**config.mk**
```make
export PLATFORM = sky130hd
export DESIGN_NAME = i2c_bit_ctrl
export DESIGN_NICKNAME = d
export VERILOG_FILES = /design/src/rtl/i2c_bit_ctrl.sv
export SDC_FILE = /design/constraint.sdc
export NUM_CORES = 1
export LEC_CHECK = 0
export ABC_CLOCK_PERIOD_IN_PS = 5700
export CORE_AREA = 2 2 74 76
export CTS_CLUSTER_SIZE = 25
export DETAILED_ROUTE_END_ITERATION = 8
export DIE_AREA = 0 0 76 78
export DONT_BUFFER_PORTS = 1
export GPL_TIMING_DRIVEN = 0
export HOLD_SLACK_MARGIN = 0.06
export PLACE_DENSITY = 0.57
export SYNTH_ARGS = -nofsm -noshare
export SYNTH_HDL_FRONTEND = slang
export SYNTH_SLANG_ARGS = --single-unit
```
**constraint.sdc**
```tcl
create_clock -name clk -period 5.7 [get_ports clk]
set_input_delay 1.71 -clock clk [delete_from_list [all_inputs] [get_ports clk]]
set_output_delay 1.71 -clock clk [all_outputs]
set_load 0.01 [all_outputs]
```
**src/rtl/i2c_bit_ctrl.sv**
```systemverilog
// I2C master bit-level controller: START/WRITE/READ/STOP sequencing, one phase per iTick, 4 ticks per SCL bit.
// Latency: START/STOP 4 ticks, WRITE/READ 36 ticks, NOP 1 clk; I2C_CLK_STRETCH_EN lets a low SCL stall phases 2/3.
module i2c_bit_ctrl (
    input  logic       clk,
    input  logic       reset,
    input  logic       iTick,
    input  logic [2:0] iCmd,
    input  logic       iCmdValid,
    input  logic [7:0] iData,
    input  logic       iAck,
    input  logic       iSda,
    input  logic       iScl,
    output logic       oReady,
    output logic       oDone,
    output logic [7:0] oData,
    output logic       oAckIn,
    output logic       oSclOe,
    output logic       oSdaOe
);
    typedef enum logic [2:0] {S_IDLE, S_START, S_WRITE, S_READ, S_STOP} state_t;

    localparam logic [2:0] CMD_START = 3'd1;
    localparam logic [2:0] CMD_WRITE = 3'd2;
    localparam logic [2:0] CMD_READ  = 3'd3;
    localparam logic [2:0] CMD_STOP  = 3'd4;

    state_t     state_q, state_d;
    logic [1:0] phase_q, phase_d;
    logic [3:0] bit_q, bit_d;
    logic [7:0] tx_q, tx_d;
    logic       ack_q, ack_d;
    logic       ready_q, ready_d;
    logic       done_q, done_d;
    logic [7:0] data_q, data_d;
    logic       ack_in_q, ack_in_d;
    logic       scl_oe_q, scl_oe_d;
    logic       sda_oe_q, sda_oe_d;
    logic       advance;
    logic       load_drv;
    logic [1:0] drv;

    // {scl_oe, sda_oe} for a given state/phase; bit index 8 is the ack slot.
    function automatic logic [1:0] line_drive(state_t st, logic [1:0] ph, logic [3:0] bi,
                                              logic [7:0] tx, logic ack);
        logic       bitv;
        logic [1:0] r;
        bitv = 1'b1;
        r    = 2'b00;
        case (st)
            S_START: r = (ph == 2'd0) ? 2'b00 : (ph == 2'd1) ? 2'b01 : 2'b11;
            S_STOP:  r = (ph == 2'd0) ? 2'b11 : (ph == 2'd1) ? 2'b01 : 2'b00;
            S_WRITE, S_READ: begin
                if (bi[3])               bitv = (st == S_READ) ? ack : 1'b1;
                else if (st == S_WRITE)  bitv = tx[3'd7 - bi[2:0]];
                r = {~ph[1], ~bitv};
            end
            default: r = 2'b00;
        endcase
        return r;
    endfunction

    always_comb begin
        state_d  = state_q;
        phase_d  = phase_q;
        bit_d    = bit_q;
        tx_d     = tx_q;
        ack_d    = ack_q;
        ready_d  = ready_q;
        done_d   = 1'b0;
        data_d   = data_q;
        ack_in_d = ack_in_q;
        scl_oe_d = scl_oe_q;
        sda_oe_d = sda_oe_q;
        load_drv = 1'b0;
        drv      = 2'b00;
        advance  = iTick;
`ifdef I2C_CLK_STRETCH_EN
        if (phase_q[1] && !iScl) advance = 1'b0;
`endif

        if (state_q == S_IDLE) begin
            if (iCmdValid && ready_q) begin
                case (iCmd)
                    CMD_START: state_d = S_START;
                    CMD_WRITE: begin state_d = S_WRITE; tx_d = iData; end
                    CMD_READ:  begin state_d = S_READ;  ack_d = iAck; end
                    CMD_STOP:  state_d = S_STOP;
                    default:   done_d = 1'b1;
                endcase
                if (state_d != S_IDLE) begin
                    ready_d  = 1'b0;
                    phase_d  = 2'd0;
                    bit_d    = 4'd0;
                    load_drv = 1'b1;
                    drv      = line_drive(state_d, 2'd0, 4'd0, iData, iAck);
                end
            end
        end else if (advance) begin
            // SDA is sampled on the tick that ends phase 2 (SCL high).
            if (phase_q == 2'd2) begin
                if (state_q == S_WRITE && bit_q[3]) ack_in_d = iSda;
                if (state_q == S_READ && !bit_q[3]) data_d = {data_q[6:0], iSda};
            end
            if (phase_q != 2'd3) begin
                phase_d  = phase_q + 2'd1;
                load_drv = 1'b1;
                drv      = line_drive(state_q, phase_d, bit_q, tx_q, ack_q);
            end else if (state_q == S_START || state_q == S_STOP || bit_q[3]) begin
                state_d = S_IDLE;
                ready_d = 1'b1;
                done_d  = 1'b1;
                phase_d = 2'd0;
                bit_d   = 4'd0;
                if (state_q != S_STOP) scl_oe_d = 1'b1;
            end else begin
                phase_d  = 2'd0;
                bit_d    = bit_q + 4'd1;
                load_drv = 1'b1;
                drv      = line_drive(state_q, 2'd0, bit_d, tx_q, ack_q);
            end
        end

        if (load_drv) begin
            scl_oe_d = drv[1];
            sda_oe_d = drv[0];
        end
    end

`ifndef I2C_CLK_STRETCH_EN
    logic unused_scl;
    assign unused_scl = iScl;
`endif

    always_ff @(posedge clk or posedge reset) begin
        if (reset) begin
            state_q  <= S_IDLE;
            phase_q  <= 2'd0;
            bit_q    <= 4'd0;
            tx_q     <= 8'h00;
            ack_q    <= 1'b0;
            ready_q  <= 1'b1;
            done_q   <= 1'b0;
            data_q   <= 8'h00;
            ack_in_q <= 1'b1;
            scl_oe_q <= 1'b0;
            sda_oe_q <= 1'b0;
        end else begin
            state_q  <= state_d;
            phase_q  <= phase_d;
            bit_q    <= bit_d;
            tx_q     <= tx_d;
            ack_q    <= ack_d;
            ready_q  <= ready_d;
            done_q   <= done_d;
            data_q   <= data_d;
            ack_in_q <= ack_in_d;
            scl_oe_q <= scl_oe_d;
            sda_oe_q <= sda_oe_d;
        end
    end

    assign oReady = ready_q;
    assign oDone  = done_q;
    assign oData  = data_q;
    assign oAckIn = ack_in_q;
    assign oSclOe = scl_oe_q;
    assign oSdaOe = sda_oe_q;
endmodule

```
==> flow_metrics.tcl <==
set metrics [dict create \
    status "completed" \
    critPathRequiredTime_ns 5.87 \
    leakagePower_nw 0.839 \
    cap_violations 0 \
    power_frac_comb_pct 37.0 \
    synth_top_cell_by_area "dfrtp_1" \
    die_h_um 78 \
    clk_pin_slew_ns 0.07 \
    drtIter0Drc 68 \
    clk_latency_ns 0.28 \
    seq_power_share_pct 40.3 \
    worst_slew_pin_slew_ns 1.15 \
    synth-seq-area-share_pct 44.0 \
    htree_levels 2 \
    max-vdd-ir-drop_uv 190 \
    yosysMostFrequentCell "dfrtp_1" \
    cts_made_buffers 5 \
    arrival_ns 3.04 \
    avgViaCountPerCell 5.25 \
    track_usage_pct 13.0 \
    start_util_pct 35.1 \
    synth_top_area_share_pct 41.0 \
    finalHoldViolations 0 \
    power.density_nw_per_um2 424 \
    swShare_pct 35.1 \
    dp_hpwl_mm 2.71 \
    clock_skew_ns 0.00448 \
    diodes 0 \
    final_util_pct 38.9 \
    path_class "input pin to register" \
    setup_viol 0 \
    die_x_um 76 \
    hold_path.class "register to register" \
    power.switching_w 0.000292 \
    gr-total-overflow 0 \
    synthArstFlopShare_pct 100 \
    worstSetupEndpointType "register" \
    wl_mm 3.54 \
    rsz0062_at_grt "no" \
    netlist_area_um2 1770 \
    layout_min_cycle_time_ns 2.87 \
    synth_cells 157 \
    finalSetupTns_ns 0 \
    max-slew-margin-rel_pct 23.0 \
    synthTopCellsByCount "dfrtp_1 (29), mux2_2 (11), nor2_1 (11)" \
    synth-edff-count 0 \
    p_clk_share_pct 22.7 \
    routabilityCongestion 0.860 \
    synthDistinctLibCells 47 \
    fmax_ghz 0.348 \
    dieArea_um2 5930 \
    synth-main-ff-cell "dfrtp_1" \
    drc 0 \
    post_cts_resized 0 \
    drive_gt1_share_pct 26.1 \
    use_met1_pct 16.4 \
    numPortBuffers 0 \
    root_buffer "clkbuf_8" \
    cts_setup_buffers 0 \
    final_antenna_net_count 0 \
    postPlaceCellArea_um2 1860 \
    routedWlPerCell_um 15.1 \
    clock-sinks 31 \
    fin_area_um2 1960 \
    nNetsFinal 186 \
    core_um2 5040 \
    pin_count 31 \
    slew_viol_final 0 \
    drtPass1Iterations 4 \
    ys.warnings.count 0 \
    grtUsageMet3_pct 3.60 \
    intPower_w 0.000540 \
    finalCritPeriodShare_pct 50.4 \
    busiest_layer "met2" \
    fillers 497 \
    grt_max_degree 32 \
    antenna_found_initial 0 \
    critical_path.max_fanout 7 \
    cts.path.max_buffers 2 \
    synth_seq_cells 31 \
    cts_hold_buf 0 \
    cts_tree "yes" \
    grt_use_met2_pct 21.3 \
    detailroute.via_count 1233 \
    yosys-top-cells-area "dfrtp_1 (41%), mux2_2 (7.0%), mux2_4 (6.8%)" \
    synth.avg_cell_area_um2 11.3 \
    areaGrowthSynthToFinish_pct 10.8 \
    start_kind "input pin" \
    syn_nets 179 \
    num_rows 26 \
    grt_pass1_wl_mm 6.18 \
    grt_pass1_vias 1248 \
]
## kinds of logic (layout without fill, tap and decap cells)
family	Yosys count	in the layout	share of synthesized area, %
simple gates	49	49	15.3
buf+inv	12	20	4.17
compound gates	34	34	12.7
xor+xnor	1	1	0.495
flops	31	31	44.0
mux	25	25	20.0
fa+ha+maj	5	5	3.39
## final cells by class
cell class	count	area [um2]	area share [%]
Multi-Input combinational cell	114	918	46.8
Clock buffer	7	96.3	4.91
Buffer	7	55.1	2.81
Clock inverter	1	7.51	0.383
Tap cell	70	87.6	4.46
Sequential cell	31	778	39.7
Inverter	5	18.8	0.957
## final timing paths
check	start	to	slack, ns	depth (start not counted)
max	iCmd[1]	bit_q[3]	2.83	4
min	ack_q	ack_q	0.53	1
max reg2reg	phase_q[0]	oSclOe	3.66	7
min reg2reg	ack_q	ack_q	0.53	1
max in group asynchronous	reset	oData[6]	3.39	1
min in group asynchronous	reset	bit_q[0]	1.61	1
## critical path, cell delays in order
cell and delay [ns]:
o21ai_0 0.22, nand4_1 0.37, a21oi_2 0.37, mux2_2 0.37
## per-stage QoR
| stage | total power [W] | hold WS [ns] | std cells | setup WS (ns) |
|---|---|---|---|---|
| floorplan | 0.000579 | 0.480 | 157 | 2.68 |
| global placement | 0.000637 | 0.513 | 227 | 2.57 |
| detailed placement | 0.000648 | 0.524 | 227 | 2.55 |
| CTS | 0.000843 | 0.539 | 235 | 2.86 |
| global route | 0.000897 | 0.555 | 235 | 2.78 |
| finish | 0.000833 | 0.530 | 235 | 2.83 |
## layer usage
layer	wire length [um]	vias up
met2	1800	33
met5	0	-
li1	-	589
met4	70	0
met1	1530	603
met3	147	8
## layout by cell type, fill, tap and decap left out, types with 4 or more instances in the layout
cell type	synthesis	routed
nand2b_1	4	4
a21oi_1	6	6
clkbuf_8	0	7
nand2_1	8	8
ha_1	4	4
mux2_2	11	11
inv_1	5	5
nor2b_1	4	4
nand3_1	7	7
nor2_1	11	11
mux2_4	8	8
o21ai_0	9	9
dfrtp_1	29	29
mux4_2	4	4
## flip-flops by register name, indices dropped and copies added (netlist names)
signal   cells
oSdaOe       1
tx_q         8
oReady       1
bit_q        4
phase_q      2
ack_q        1
oData        8
oSclOe       1
oAckIn       1
state_q      3
oDone        1
## power by group through the flow
stage          logic (W)  registers, W  clock network (W)
2_1_floorplan   0.000256      0.000323                  0
3_3_place_gp    0.000299      0.000337                  0
3_5_place_dp    0.000307      0.000341                  0
4_1_cts         0.000308      0.000337           0.000197
5_1_grt         0.000342      0.000344           0.000211
6_report        0.000308      0.000335           0.000189
(Power assumes the default switching activity.)
